$ cat config.mk
export PLATFORM = sky130hd
export DESIGN_NAME = histogram_roi_detector
export DESIGN_NICKNAME = d
export VERILOG_FILES = /design/src/rtl/histogram_pkg.sv /design/src/rtl/histogram_axis_scanner.sv /design/src/rtl/histogram_roi_detector.sv
export SDC_FILE = /design/constraint.sdc
export NUM_CORES = 1
export LEC_CHECK = 0
export BUFFER_PORTS_ARGS = -buffer_cell sky130_fd_sc_hd__buf_4
export CORE_ASPECT_RATIO = 0.7
export CORE_MARGIN = 5
export CORE_UTILIZATION = 57
export DETAILED_ROUTE_END_ITERATION = 6
export PLACE_DENSITY = 0.84
export SLEW_MARGIN = 40
export SYNTH_ARGS = -nofsm -noshare
export SYNTH_HDL_FRONTEND = slang
export SYNTH_SLANG_ARGS = --single-unit
$ cat constraint.sdc
create_clock -name clk -period 3.65 [get_ports clk]
set_input_delay 0.9125 -clock clk [delete_from_list [all_inputs] [get_ports clk]]
set_output_delay 0.9125 -clock clk [all_outputs]
set_load 0.02 [all_outputs]
$ cat src/rtl/histogram_pkg.sv
// Shared constants and types for the histogram ROI detector.
// Optional feature macro: HISTOGRAM_PEAK_EN (per-axis peak bin index/count).
package histogram_pkg;

    localparam int X_BINS  = 240;
    localparam int Y_BINS  = 180;
    localparam int COUNT_W = 8;
    localparam int IDX_W   = 8;

    typedef enum logic [1:0] {
        IDLE    = 2'd0,
        COLLECT = 2'd1,
        DONE    = 2'd2
    } roi_state_e;

    // A bin is occupied when its count reaches the threshold (threshold 0 => always).
    function automatic logic bin_occupied(input logic [COUNT_W-1:0] count,
                                          input logic [COUNT_W-1:0] threshold);
        return (count >= threshold);
    endfunction

endpackage

$ cat src/rtl/histogram_axis_scanner.sv
// Single-axis histogram scanner: counts accepted beats, flags axis completion,
// and tracks first/last occupied bin (plus the largest bin under HISTOGRAM_PEAK_EN).
// Outputs are the next-state values so the owner can capture them on the same edge
// that accepts the final beat.
module histogram_axis_scanner
    import histogram_pkg::*;
#(
    parameter int NUM_BINS = X_BINS
) (
    input  logic               clk,
    input  logic               reset,
    input  logic               clear,
    input  logic               enable,
    input  logic               valid,
    input  logic [COUNT_W-1:0] count,
    input  logic [COUNT_W-1:0] threshold,
    output logic               done_next,
    output logic               found_next,
    output logic [IDX_W-1:0]   min_next,
    output logic [IDX_W-1:0]   max_next
`ifdef HISTOGRAM_PEAK_EN
    ,
    output logic [IDX_W-1:0]   peak_idx_next,
    output logic [COUNT_W-1:0] peak_count_next
`endif
);

    localparam logic [IDX_W-1:0] LAST_IDX = IDX_W'(NUM_BINS - 1);

    logic [IDX_W-1:0] idx_r,   idx_b_s,   idx_n_s;
    logic             done_r,  done_b_s,  done_n_s;
    logic             found_r, found_b_s, found_n_s;
    logic [IDX_W-1:0] min_r,   min_b_s,   min_n_s;
    logic [IDX_W-1:0] max_r,   max_b_s,   max_n_s;
    logic             accept_s;
`ifdef HISTOGRAM_PEAK_EN
    logic [IDX_W-1:0]   peak_idx_r, peak_idx_b_s, peak_idx_n_s;
    logic [COUNT_W-1:0] peak_cnt_r, peak_cnt_b_s, peak_cnt_n_s;
`endif

    // Scan step: start from cleared state on frameStart, then fold in an accepted beat.
    always_comb begin
        idx_b_s   = clear ? '0   : idx_r;
        done_b_s  = clear ? 1'b0 : done_r;
        found_b_s = clear ? 1'b0 : found_r;
        min_b_s   = clear ? '0   : min_r;
        max_b_s   = clear ? '0   : max_r;
        idx_n_s   = idx_b_s;
        done_n_s  = done_b_s;
        found_n_s = found_b_s;
        min_n_s   = min_b_s;
        max_n_s   = max_b_s;
`ifdef HISTOGRAM_PEAK_EN
        peak_idx_b_s = clear ? '0 : peak_idx_r;
        peak_cnt_b_s = clear ? '0 : peak_cnt_r;
        peak_idx_n_s = peak_idx_b_s;
        peak_cnt_n_s = peak_cnt_b_s;
`endif
        // Beats past the last bin are dropped so the index never wraps.
        accept_s = enable && valid && !done_b_s;
        if (accept_s) begin
            idx_n_s  = idx_b_s + IDX_W'(1);
            done_n_s = (idx_b_s == LAST_IDX);
            if (bin_occupied(count, threshold)) begin
                if (!found_b_s) begin
                    min_n_s = idx_b_s;
                end else begin
                    min_n_s = min_b_s;
                end
                max_n_s   = idx_b_s;
                found_n_s = 1'b1;
            end else begin
                found_n_s = found_b_s;
            end
`ifdef HISTOGRAM_PEAK_EN
            // Strict compare: ties keep the earliest (lowest) index.
            if (count > peak_cnt_b_s) begin
                peak_idx_n_s = idx_b_s;
                peak_cnt_n_s = count;
            end else begin
                peak_cnt_n_s = peak_cnt_b_s;
            end
`endif
        end else begin
            idx_n_s = idx_b_s;
        end
    end

    // Scan state registers.
    always_ff @(posedge clk or negedge reset) begin
        if (!reset) begin
            idx_r   <= '0;
            done_r  <= 1'b0;
            found_r <= 1'b0;
            min_r   <= '0;
            max_r   <= '0;
`ifdef HISTOGRAM_PEAK_EN
            peak_idx_r <= '0;
            peak_cnt_r <= '0;
`endif
        end else begin
            idx_r   <= idx_n_s;
            done_r  <= done_n_s;
            found_r <= found_n_s;
            min_r   <= min_n_s;
            max_r   <= max_n_s;
`ifdef HISTOGRAM_PEAK_EN
            peak_idx_r <= peak_idx_n_s;
            peak_cnt_r <= peak_cnt_n_s;
`endif
        end
    end

    assign done_next  = done_n_s;
    assign found_next = found_n_s;
    assign min_next   = min_n_s;
    assign max_next   = max_n_s;
`ifdef HISTOGRAM_PEAK_EN
    assign peak_idx_next   = peak_idx_n_s;
    assign peak_count_next = peak_cnt_n_s;
`endif

endmodule

$ cat src/rtl/histogram_roi_detector.sv
// Histogram ROI detector: scans X/Y bin-count streams per frame and publishes the
// bounding box of occupied bins once per frame with a one-cycle roiValid pulse.
// Optional feature macro: HISTOGRAM_PEAK_EN adds per-axis peak index/count outputs.
module histogram_roi_detector
    import histogram_pkg::*;
(
    input  logic               clk,
    input  logic               reset,
    input  logic               frameStart,
    input  logic [COUNT_W-1:0] binThreshold,
    input  logic [COUNT_W-1:0] xHistogramIn,
    input  logic               xValid,
    input  logic [COUNT_W-1:0] yHistogramIn,
    input  logic               yValid,
    output logic [IDX_W-1:0]   xMin,
    output logic [IDX_W-1:0]   xMax,
    output logic [IDX_W-1:0]   yMin,
    output logic [IDX_W-1:0]   yMax,
    output logic               objectPresent,
    output logic               roiValid,
    output logic               busy
`ifdef HISTOGRAM_PEAK_EN
    ,
    output logic [IDX_W-1:0]   xPeakIdx,
    output logic [IDX_W-1:0]   yPeakIdx,
    output logic [COUNT_W-1:0] xPeakCount,
    output logic [COUNT_W-1:0] yPeakCount
`endif
);

    roi_state_e         state_r, state_n_s;
    logic [COUNT_W-1:0] thr_r;
    logic [COUNT_W-1:0] thr_s;
    logic               enable_s;
    logic               finish_s;
    logic               x_done_s, y_done_s, x_found_s, y_found_s;
    logic [IDX_W-1:0]   x_min_s, x_max_s, y_min_s, y_max_s;
`ifdef HISTOGRAM_PEAK_EN
    logic [IDX_W-1:0]   x_pk_idx_s, y_pk_idx_s;
    logic [COUNT_W-1:0] x_pk_cnt_s, y_pk_cnt_s;
`endif

    // The beat that coincides with frameStart must already use the new threshold.
    assign thr_s    = frameStart ? binThreshold : thr_r;
    assign enable_s = frameStart || (state_r == COLLECT);

    histogram_axis_scanner #(.NUM_BINS(X_BINS)) u_x_scan (
        .clk        (clk),
        .reset      (reset),
        .clear      (frameStart),
        .enable     (enable_s),
        .valid      (xValid),
        .count      (xHistogramIn),
        .threshold  (thr_s),
        .done_next  (x_done_s),
        .found_next (x_found_s),
        .min_next   (x_min_s),
        .max_next   (x_max_s)
`ifdef HISTOGRAM_PEAK_EN
        ,
        .peak_idx_next   (x_pk_idx_s),
        .peak_count_next (x_pk_cnt_s)
`endif
    );

    histogram_axis_scanner #(.NUM_BINS(Y_BINS)) u_y_scan (
        .clk        (clk),
        .reset      (reset),
        .clear      (frameStart),
        .enable     (enable_s),
        .valid      (yValid),
        .count      (yHistogramIn),
        .threshold  (thr_s),
        .done_next  (y_done_s),
        .found_next (y_found_s),
        .min_next   (y_min_s),
        .max_next   (y_max_s)
`ifdef HISTOGRAM_PEAK_EN
        ,
        .peak_idx_next   (y_pk_idx_s),
        .peak_count_next (y_pk_cnt_s)
`endif
    );

    // Frame sequencing: frameStart always restarts collection; completion of both axes ends it.
    always_comb begin
        state_n_s = state_r;
        finish_s  = 1'b0;
        case (state_r)
            IDLE: begin
                if (frameStart) begin
                    state_n_s = COLLECT;
                end else begin
                    state_n_s = IDLE;
                end
            end
            COLLECT: begin
                if (frameStart) begin
                    state_n_s = COLLECT;
                end else if (x_done_s && y_done_s) begin
                    state_n_s = DONE;
                    finish_s  = 1'b1;
                end else begin
                    state_n_s = COLLECT;
                end
            end
            DONE: begin
                if (frameStart) begin
                    state_n_s = COLLECT;
                end else begin
                    state_n_s = IDLE;
                end
            end
            default: begin
                state_n_s = IDLE;
            end
        endcase
    end

    // FSM state register.
    always_ff @(posedge clk or negedge reset) begin
        if (!reset) begin
            state_r <= IDLE;
        end else begin
            state_r <= state_n_s;
        end
    end

    // Threshold is captured only at frame start so mid-frame changes have no effect.
    always_ff @(posedge clk or negedge reset) begin
        if (!reset) begin
            thr_r <= '0;
        end else if (frameStart) begin
            thr_r <= binThreshold;
        end else begin
            thr_r <= thr_r;
        end
    end

    // Result registers: loaded only on the edge that completes a frame, held otherwise.
    always_ff @(posedge clk or negedge reset) begin
        if (!reset) begin
            xMin          <= '0;
            xMax          <= '0;
            yMin          <= '0;
            yMax          <= '0;
            objectPresent <= 1'b0;
            roiValid      <= 1'b0;
            busy          <= 1'b0;
`ifdef HISTOGRAM_PEAK_EN
            xPeakIdx      <= '0;
            yPeakIdx      <= '0;
            xPeakCount    <= '0;
            yPeakCount    <= '0;
`endif
        end else begin
            roiValid <= finish_s;
            busy     <= (state_n_s == COLLECT);
            if (finish_s) begin
                xMin          <= x_min_s;
                xMax          <= x_max_s;
                yMin          <= y_min_s;
                yMax          <= y_max_s;
                objectPresent <= x_found_s && y_found_s;
`ifdef HISTOGRAM_PEAK_EN
                xPeakIdx      <= x_pk_idx_s;
                yPeakIdx      <= y_pk_idx_s;
                xPeakCount    <= x_pk_cnt_s;
                yPeakCount    <= y_pk_cnt_s;
`endif
            end else begin
                objectPresent <= objectPresent;
            end
        end
    end

endmodule

# Word level (Yosys, flattened, before mapping)
# Cells that the tools add are included.
# totals
register_bits	97
# op_classes
reduce_logical	11
order_cmp	2
n_eq_ne	5
n_addsub	2
mux	36
# op_table
op	count
8-bit two-way mux	19
8-bit by 1-bit adder with 8-bit output, second input constant	2
8-bit == test, second input constant	2
8-bit >= comparator	2
1-bit two-way mux	14
1-bit logical AND	6
2-bit by 1-bit == test with 1-bit output, second input constant	2
2-bit two-way mux	2
2-bit case mux with 2 select lines	1
2-bit == test, second input constant	1
1-bit zero test	2
2-bit zero test	1
2-bit OR reduction	1
1-bit logical OR	1

# Longest topological paths before layout
# Gate-level depths: netlist of run 1.
# logic_depth
word_depth	10
ltp_mapped	12

# By module
# Synthesis of run 1 repeated with hierarchy kept, for this count alone.
# unflattened
hier_cells	361
area_unflattened_um2	4564.4
# by_module_without_submodules
mod	n_inst	cells_each	seq_area_each_um2	area_per_inst_um2
histogram_roi_detector	1	100	1126.1	1692.9
histogram_axis_scanner (u_y_scan)	1	130	650.6	1440.1
histogram_axis_scanner (u_x_scan)	1	131	650.6	1431.4

# Least setup slack after synthesis of run 1
# No wires, ideal clock.
# synth_timing
path_type	input -> register
startpoint	in frameStart
endpoint	reg objectPresent
slack_ns	0.145
path_buffers	5
t_required_ns	3.530
arrival_ns	3.385
stages	12
cell_sequence	buf_4 -> buf_2 -> buf_2 -> buf_2 -> mux2i_1 -> ha_1 -> nor2b_1 -> o31ai_2 -> a211o_1 -> buf_2 -> nand3_1 -> a31o_2
# synth_rtl
item	line_no	rtl
from (decl)	histogram_roi_detector.sv:9	input logic frameStart,
8-bit two-way mux (tied with other cells)	--	
8-bit >= comparator (tied with other cells)	histogram_pkg.sv:19	return (count >= threshold);
1-bit two-way mux or 1-bit logical AND (tied branches)	histogram_axis_scanner.sv:64, histogram_axis_scanner.sv:60	
1-bit two-way mux (*)	histogram_axis_scanner.sv:61	if (accept_s) begin
named net u_y_scan.found_next	histogram_axis_scanner.sv:18	output logic found_next,
1-bit logical AND (*)	histogram_roi_detector.sv:164	objectPresent <= x_found_s && y_found_s;
to (signal assigned)	histogram_roi_detector.sv:164	
to (signal assigned)	histogram_roi_detector.sv:172	objectPresent <= objectPresent;
to (decl)	histogram_roi_detector.sv:19	output logic objectPresent,
# Mark *: on every way through the listed nets, which the timed path passes. The rest lies on a longest branch.
# A chain may end at the register's enable or synchronous reset.

# Worst setup path in the final report of run 1
# layout_timing
startpoint	in frameStart
endpoint	reg yMax[0]
# layout_between
elab_chain_cells	8
# layout_rtl
item	line_no	rtl
parallel branches: the longest is 3 deep, another holds 8-bit two-way mux	--	
1-bit two-way mux (*)	histogram_axis_scanner.sv:61	
named net u_y_scan.done_next	histogram_axis_scanner.sv:17	output logic done_next,
1-bit logical AND (*)	histogram_roi_detector.sv:100	end else if (x_done_s && y_done_s) begin
1-bit two-way mux (*)	histogram_roi_detector.sv:100	
1-bit two-way mux (*)	histogram_roi_detector.sv:98	if (frameStart) begin
1-bit two-way mux (*)	histogram_roi_detector.sv:89	case (state_r)
to (signal assigned)	histogram_roi_detector.sv:163	yMax <= y_max_s;
to (decl)	histogram_roi_detector.sv:18	output logic [IDX_W-1:0] yMax,
# Mark *: on every way through the listed nets, which the timed path passes.

==> results of run 1 <==
==> per-stage QoR <==
stage / worst slack (ns) / total power, W
finish: 0.474 / 0.00234
floorplan: 0.145 / 0.00128
CTS: 0.529 / 0.00236
detailed placement: 0.184 / 0.00139
global route: 0.367 / 0.00243
global placement: 0.189 / 0.00137
==> layer usage <==
| layer | global-route usage, % | vias up | part of all wire [%] |
|---|---|---|---|
| li1 | - | 1672 | - |
| met4 | 5.21 | 0 | 1.0 |
| met3 | 5.20 | 19 | 7.7 |
| met1 | 32.9 | 1779 | 44 |
| met5 | 0 | - | 0 |
| met2 | 34.7 | 158 | 47 |
==> worst min-delay path, cell delays in order (launching register included) <==
cell and delay, ns:
dfrtp_1 0.37, inv_1 0.05, mux2i_1 0.05
==> cells in the mapped netlist (2+ instances only) <==
cell / instances / share of area [%]
a21o_1: 2 / 0.33
a21oi_1: 39 / 4.3
a221oi_1: 2 / 0.38
a31oi_1: 19 / 2.6
a31oi_2: 7 / 1.9
and3_1: 6 / 0.82
buf_1: 2 / 0.16
buf_2: 6 / 0.65
buf_4: 5 / 0.82
buf_6: 2 / 0.49
clkbuf_1: 6 / 0.49
dfrtp_1: 97 / 53
ha_1: 18 / 4.9
inv_1: 19 / 1.6
mux2i_1: 13 / 2.8
nand2_1: 15 / 1.2
nand2b_1: 4 / 0.55
nand3_1: 35 / 3.8
nand4_1: 5 / 0.68
nor2_1: 28 / 2.3
nor2_2: 7 / 0.95
nor2b_1: 12 / 1.6
nor3_1: 3 / 0.33
o21a_1: 5 / 0.82
o21ai_0: 34 / 3.7
o21ai_1: 5 / 0.55
or3_1: 2 / 0.27
xnor2_1: 10 / 1.9
xor2_1: 2 / 0.38
==> path summary, 6_finish.rpt <==
| path | end | start | depth (start not counted) |
|---|---|---|---|
| worst max-delay path | yMax[0] | frameStart | 10 |
| worst min-delay path | yMin[2] | yMin[2] | 2 |
| worst max register to register | yMax[0] | u_x_scan.idx_r[0] | 8 |
| worst min register to register | yMin[2] | yMin[2] | 2 |
| max in group asynchronous | yMin[6] | reset | 2 |
| min in group asynchronous | thr_r[6] | reset | 1 |
==> registers in the layout, summed over array words and instances (netlist names) <==
| register | cells |
|---|---|
| objectPresent | 1 |
| xMax | 8 |
| yMin | 8 |
| yMax | 8 |
| u_y_scan.max_r | 8 |
| u_y_scan.done_r | 1 |
| state_r | 2 |
| u_x_scan.min_r | 8 |
| busy | 1 |
| u_x_scan.max_r | 8 |
| roiValid | 1 |
| xMin | 8 |
| thr_r | 8 |
| u_x_scan.done_r | 1 |
| u_y_scan.idx_r | 8 |
| u_x_scan.idx_r | 8 |
| u_y_scan.found_r | 1 |
| u_y_scan.min_r | 8 |
| u_x_scan.found_r | 1 |
==> final cells by class <==
type | count | area share, %
Timing Repair Buffer | 70 | 10.3
Clock inverter | 7 | 1.53
Sequential cell | 97 | 44.4
Multi-Input combinational cell | 295 | 36.0
Tap cell | 101 | 2.31
Inverter | 19 | 1.30
Clock buffer | 9 | 4.12
==> where the power goes <==
group	switching [W]	internal [W]	leakage [nW]	total, W
registers	0.0000168	0.00110	1.28	0.00112
logic	0.000164	0.0000882	1.08	0.000252
clock network	0.000430	0.000543	0.142	0.000973
total	0.000610	0.00173	2.51	0.00234
==> cells in the final DEF (no fill, tap or decap), types with 2 or more instances in the layout <==
master,Yosys,layout
a21oi_1,39,39
xor2_1,2,2
or3_1,2,2
xnor2_1,10,10
dfrtp_1,97,97
nand2b_1,4,4
nand2_1,15,15
o21ai_0,34,34
nor2_1,28,28
nand4_1,5,5
inv_8,0,2
nor3_1,3,3
nor2b_1,12,12
mux2i_1,13,13
ha_1,18,18
nor2_2,7,7
o21a_1,5,5
and3_1,6,5
a21o_1,2,2
nand3_1,35,35
buf_12,0,3
a221oi_1,2,2
buf_4,5,67
a31oi_1,19,19
clkinvlp_4,0,3
clkbuf_16,0,9
inv_1,19,19
o21ai_1,5,5
a31oi_2,7,7
==> cells by family (layout without fill, tap and decap cells) <==
family	after synthesis	in the layout	synth area share, %
xor gates and xnor gates	12	12	2.29
and+or+nand+nor	125	125	14.2
muxes	14	14	3.08
buffers and inverters	41	105	4.50
adders and majority gates	18	18	4.91
AOI/OAI and AO/OA	126	126	18.2
DFF	97	97	52.9
==> flow_summary.ini, run 1 <==
[run_status]
outcome = complete, no violations

[flow_run]
cap_violations = 0

[timing]
worst_hold_slack_ns = 0.520
final_max_slew_viol_count = 0
timing.final.setup_violations = 0
tightest_slew_ns = 0.702
period_needed_ns = 3.18
skew_ns = 0.00827
timing.slew.headroom_pct = 53.2
period_share_pct = 87.0
hold_viol = 0
tns_ns = 0
unrepaired_setup_endpoints_after_global_routing = false
fmaxAchievable_mhz = 315

[power_and_ir_drop]
leakagePower_nw = 2.51
power.ir.vdd_worst_mv = 0.240
pwr_density_cell_nw_per_um2 = 428

[die]
floorplan.die.width_um = 117
placement_rows = 27
die_h_um = 85.1
area_of_the_core_um2 = 7840
die-area_um2 = 9970
start_util_pct = 58.5
pin_count = 64

[global_route]
grt_start_max_net_pins = 70
grt_first_pass_wirelength_um = 17800
first_global_vias = 3539
grtUsageTotal_pct = 22.6
grt_antenna_before_repair = 0
grt_overflow_total = 0

[routing]
post_drt_wl_per_cell_um = 17.6
vias_per_cell = 6.07
finalWirelength_um = 10500
ant_nets = 0
vias = 3628
detailedRoute.firstPassIterationCount = 5
detailedRoute.firstIterationViolations = 367
drc_errors = 0

[placement]
place_congestion = 0.912
numPortBuffers = 63
placed_area_um2 = 5160
dpl.cell_count = 582
place_hpwl_um = 7390

[synthesis]
synth-main-ff-cell = dfrtp_1
async_set_reset_flop_share_out_of_synthesis_pct = 100
syn-instance-count = 433
yosys_warnings = 0
synth_enable_flop_cells = 0
synth.yosys.seq_area_share_pct = 52.9
synthDistinctLibCells = 52
total_of_flip_flops_plus_latches_after_synthesis = 97
syn_nets = 480
syn-cell-area_um2 = 4590
syn_avg_cell_area_um2 = 10.6

[critical_path]
timing_worst_setup_path_type = in2reg
cp_cell_sequence = buf_4, buf_12, nor2b_1, ha_1, nand4bb_1, o41ai_4, and3_2, buf_12, nor2_1, a31oi_1
critPathArrivalTime_ns = 3.42
critical_path.n_buffers_inverters = 3
path_max_fanout = 69
kind_of_launch_point_of_the_worst_setup_path = primary input
crit_path_max_incr_delay_ns = 0.60
critPathSlowestCell = and3_2
rrSetupSlack_ns = 0.99
cp_required_ns = 3.89
cpMostUsedCell = buf_12
worst_path_dominant_cell_family = simple AND/OR/NAND/NOR gates
end_kind = flop

[clock_tree]
cts.reportedPaths.clkPinSlew_ns = 0.07
cts_htree_levels = 3
cts_resized = 0
cts_tree = yes
clock_sinks = 97
postCtsSetupBuffers = 0
post_cts_hold_buffer_count = 0
numCtsBuffers = 9
worstSkewPairLatency_ns = 0.34
cts_root_buf = clkbuf_16
clk_path_buf_depth = 2

[finish]
multiInputGateArea_um2 = 1970
number_of_inserted_diodes = 0
design_area_um2 = 5470
final_core_util_pct = 69.7
area_growth_syn_to_layout_pct = 19.1
sequential_cell_area_um2 = 2430
final_layout_size_suffix_gt1_share_pct = 22.3
fin_cells = 598
fillCellCount = 560
design.final.nets = 539

[worst_hold_path]
hold_path_class = reg2reg
Power figures use the tool's default switching activity.
==> run 2, diff against run 1 <==
Settings changed: CELL_PAD_IN_SITES_DETAIL_PLACEMENT from default to 0, CELL_PAD_IN_SITES_GLOBAL_PLACEMENT from default to 1, CORE_UTILIZATION 57 to 48, PLACE_DENSITY 0.84 to 0.89.
==> run 2 against run 1 <==
Clock-buffer cell count increased by 1. Largest cell class unchanged. Setup slack improved by 0.046 ns. Utilization is 10 points lower. Critical path depth is 2 lower. Design area stayed put. Clock power is 3.3% lower.
==> flow_summary.ini, run 2 (synthesis gave the netlist of run 1 again) <==
[timing]
final_max_slew_viol_count = 0
hold_viol = 0
timing.final.setup_violations = 0
tns_ns = 0
timing.slew.headroom_pct = 52.5
unrepaired_setup_endpoints_after_global_routing = false
tightest_slew_ns = 0.712
period_share_pct = 85.8
period_needed_ns = 3.13
fmaxAchievable_mhz = 319
skew_ns = 0.00836

[critical_path]
critPathArrivalTime_ns = 3.36
reg2reg_to = objectPresent
path_max_fanout = 17
rrSetupSlack_ns = 1.05
reg2reg_from = thr_r[0]
cp_required_ns = 3.88
timing_worst_setup_path_type = in2reg
end_kind = flop
ff2ff_path_depth = 7
kind_of_launch_point_of_the_worst_setup_path = primary input

[worst_hold_path]
min_delay_worst_endpoint = yMax[3]
hold-path-cell-count = 2
hold_path_class = reg2reg
min_from = yMax[3]

[power_and_ir_drop]
leakagePower_nw = 2.50
power.ir.vdd_worst_mv = 0.196
pwr_density_cell_nw_per_um2 = 422

[clock_tree]
cts_htree_levels = 3
cts_resized = 0
postCtsSetupBuffers = 0
worstSkewPairLatency_ns = 0.34
clock_sinks = 97
cts_tree = yes
cts.reportedPaths.clkPinSlew_ns = 0.07
post_cts_hold_buffer_count = 0
numCtsBuffers = 9
cts_root_buf = clkbuf_16
clk_path_buf_depth = 2

[finish]
final_layout_size_suffix_gt1_share_pct = 22.0
fin_cells = 620
area_growth_syn_to_layout_pct = 19.1
layout.cells.most_common = dfrtp_1
design_area_um2 = 5470
design.final.nets = 539
mostFrequentLayoutCells = 97 x dfrtp_1, 68 x buf_4, 39 x a21oi_1
number_of_inserted_diodes = 0

[placement]
dpl.cell_count = 605
place_hpwl_um = 7580
place_congestion = 0.850
placed_area_um2 = 5170
numPortBuffers = 63

[global_route]
grt_first_pass_wirelength_um = 18100
grtUsageTotal_pct = 19.1
grt_antenna_before_repair = 0
grt_start_max_net_pins = 50
grt_overflow_total = 0
first_global_vias = 3501

[routing]
post_drt_wl_per_cell_um = 17.0
finalWirelength_um = 10600
detailedRoute.firstPassIterationCount = 5
ant_nets = 0
vias = 3493
vias_per_cell = 5.63
drc_errors = 0
detailedRoute.firstIterationViolations = 201

[die]
die_h_um = 91.8
area_of_the_core_um2 = 9180
pin_count = 64
placement_rows = 29
floorplan.die.width_um = 127
start_util_pct = 50.0
die-area_um2 = 11600

[run_status]
outcome = complete, no violations

[flow_run]
cap_violations = 0
[run 2: worst max-delay path by stage]
| stage | startpoint | to | slack [ns] | depth (start not counted) |
|---|---|---|---|---|
| final | frameStart | objectPresent | 0.52 | 8 |
| after global routing | frameStart | u_x_scan.min_r[5] | 0.39 | 8 |
| after CTS | frameStart | objectPresent | 0.55 | 8 |
| after detailed placement | frameStart | objectPresent | 0.19 | 8 |
| after global placement | frameStart | xMax[7] | 0.21 | 8 |
| after floorplan | frameStart | objectPresent | 0.15 | 12 |
[run 2: layer usage]
| metal | share of wire (%) | wire, µm | GRT usage, % | up-vias |
|---|---|---|---|---|
| met1 | 49 | 5150 | 28.5 | 1690 |
| met5 | 0 | 0 | 0 | - |
| met3 | 7.6 | 802 | 5.52 | 4 |
| met2 | 43 | 4540 | 27.9 | 120 |
| li1 | - | - | - | 1679 |
| met4 | 0.62 | 65 | 3.84 | 0 |
[run 2: worst max-delay path, cell delays in order]
cell	delay [ns]
buf_4	0.21
mux2_2	0.40
ha_1	0.27
nand2b_1	0.15
a2111oi_2	0.53
o31a_2	0.45
o22ai_1	0.17
a31o_2	0.26
[run 2: cell type report]
class                      count  area [µm²]
multi-input combinational    295        1970
sequential                    97        2430
clock inverter                 5        63.8
inverter                      19        71.3
fill                         794        3710
clock buffer                  10         229
timing repair buffer          70         551
tap                          124         155
[run 2: stage by stage]
step           util [%]  hold slack, ns  power [W]  worst slack [ns]
3_5_place_dp       56.4           0.514    0.00138             0.192
6_report           59.5           0.521    0.00231             0.520
2_1_floorplan         -           0.477    0.00128             0.145
4_1_cts            59.5           0.525    0.00233             0.553
5_1_grt            59.5           0.550    0.00240             0.392
3_3_place_gp       56.3           0.505    0.00137             0.207
[run 2: power by group]
group / leakage (nW) / switching, W / internal [W]
clock network: 0.140 / 0.000407 / 0.000534
logic: 1.08 / 0.000164 / 0.0000879
registers: 1.28 / 0.0000144 / 0.00110
==> run 3, diff against run 2 <==
Settings changed: BUFFER_PORTS_ARGS -buffer_cell sky130_fd_sc_hd__buf_4 to default, CORE_UTILIZATION 48 to 53, DONT_BUFFER_PORTS from default to 1.
==> run 3 against run 2 <==
Design area shrank 9.3%. Global-route usage increased by 0.50 points. Non-clock buffer count down 67. Combinational power down 27%. Register-to-register slack gained 0.05 ns. First-iteration DRC count rose by 51%. Clock skew grew 0.0011 ns. Hold slack lost 0.26 ns. Wire length decreased by 7.1%. Cell count decreased by 11%. Utilization down 0.83 points.
==> flow_summary.ini, run 3 (synthesis gave the netlist of run 1 again) <==
[run_status]
outcome = complete, no violations

[global_route]
first_global_vias = 3121
grt_start_max_net_pins = 98
grt_antenna_before_repair = 0
grtUsageTotal_pct = 19.6
grt_first_pass_wirelength_um = 16300
grt_overflow_total = 0

[clock_tree]
cts_tree = yes
postCtsSetupBuffers = 0
clock_sinks = 97
cts_root_buf = clkbuf_16
cts.reportedPaths.clkPinSlew_ns = 0.07
worstSkewPairLatency_ns = 0.35
cts_htree_levels = 3
numCtsBuffers = 9
clk_path_buf_depth = 2
post_cts_hold_buffer_count = 0
cts_resized = 0

[critical_path]
crit_path_max_incr_delay_ns = 0.51
critical_path.n_buffers_inverters = 0
kind_of_launch_point_of_the_worst_setup_path = primary input
cp_required_ns = 3.88
rrSetupSlack_ns = 1.10
cp_cell_sequence = mux2_2, ha_1, nand2b_1, a2111oi_2, o31a_2, o22ai_1, a31o_2
worst_path_dominant_cell_family = compound AO/OA/AOI/OAI gates
end_kind = flop
critPathArrivalTime_ns = 3.05
timing_worst_setup_path_type = in2reg
path_max_fanout = 73
critPathSlowestCell = a2111oi_2

[die]
start_util_pct = 54.3
die-area_um2 = 10600
placement_rows = 28
area_of_the_core_um2 = 8440
floorplan.die.width_um = 121
pin_count = 64
die_h_um = 87.8

[worst_hold_path]
hold_path_class = in2async

[timing]
hold_viol = 0
timing.final.setup_violations = 0
skew_ns = 0.00947
period_share_pct = 77.1
unrepaired_setup_endpoints_after_global_routing = false
tightest_slew_ns = 0.694
final_max_slew_viol_count = 0
worst_hold_slack_ns = 0.263
period_needed_ns = 2.81
tns_ns = 0
fmaxAchievable_mhz = 355
timing.slew.headroom_pct = 53.7

[routing]
vias = 3227
ant_nets = 0
detailedRoute.firstPassIterationCount = 4
finalWirelength_um = 9810
vias_per_cell = 5.87
post_drt_wl_per_cell_um = 17.8
detailedRoute.firstIterationViolations = 303
drc_errors = 0

[power_and_ir_drop]
post-layout-total-power_w = 0.00227
power.ir.vdd_worst_mv = 0.292
pwr_density_cell_nw_per_um2 = 458
leakagePower_nw = 2.17

[finish]
design.final.nets = 472
layout.cells.most_common = dfrtp_1
final_layout_size_suffix_gt1_share_pct = 10.0
area_growth_syn_to_layout_pct = 8.04
number_of_inserted_diodes = 0
final_core_util_pct = 58.7
mostFrequentLayoutCells = 97 x dfrtp_1, 39 x a21oi_1, 35 x nand3_1

[flow_run]
cap_violations = 0

[placement]
place_hpwl_um = 6720
numPortBuffers = 0
place_congestion = 0.839
==> run 3: changes by cell type in the layout (fill, tap and decap cells not counted), sizes merged <==
cell / delta
buf: -67
clkbuf: +1
clkinv: +1
clkinvlp: -1
==> run 3: path summary, 6_finish.rpt <==
kind,start,to,cells past startpoint
min in group clk,thr_r[0],thr_r[0],1
hold reg to reg,thr_r[0],thr_r[0],1
max in group asynchronous,reset,yMax[2],0
hold / removal,reset,u_y_scan.done_r,0
setup reg to reg,thr_r[0],objectPresent,7
setup / recovery,frameStart,objectPresent,7
==> run 3: power by group <==
| group | internal (W) | switching, W |
|---|---|---|
| logic | 0.0000647 | 0.000119 |
| registers | 0.00110 | 0.0000150 |
| clock network | 0.000555 | 0.000414 |
| total | 0.00172 | 0.000548 |
==> run 3: layout make-up <==
cell class,instances,area (µm²)
multi-input combinational,295,1970
tap,120,150
fill,713,3490
clock inverter,5,61.3
sequential,97,2430
clock buffer,11,243
inverter,19,71.3
timing repair buffer,3,35.0
==> run 3: metrics by stage <==
stage	area [µm²]	std cells	setup WS [ns]
2_1_floorplan	4590	433	0.145
3_3_place_gp	4640	534	0.472
3_5_place_dp	4650	534	0.466
4_1_cts	4960	550	0.825
5_1_grt	4960	550	0.723
6_report	4960	550	0.835
==> run 3: layer usage <==
metal,track usage (%),share of wire [%],vias to the layer above
met5,0,0,-
met4,3.66,0.64,0
met3,8.59,8.9,6
met2,27.0,41,112
met1,29.1,49,1561
li1,-,-,1548
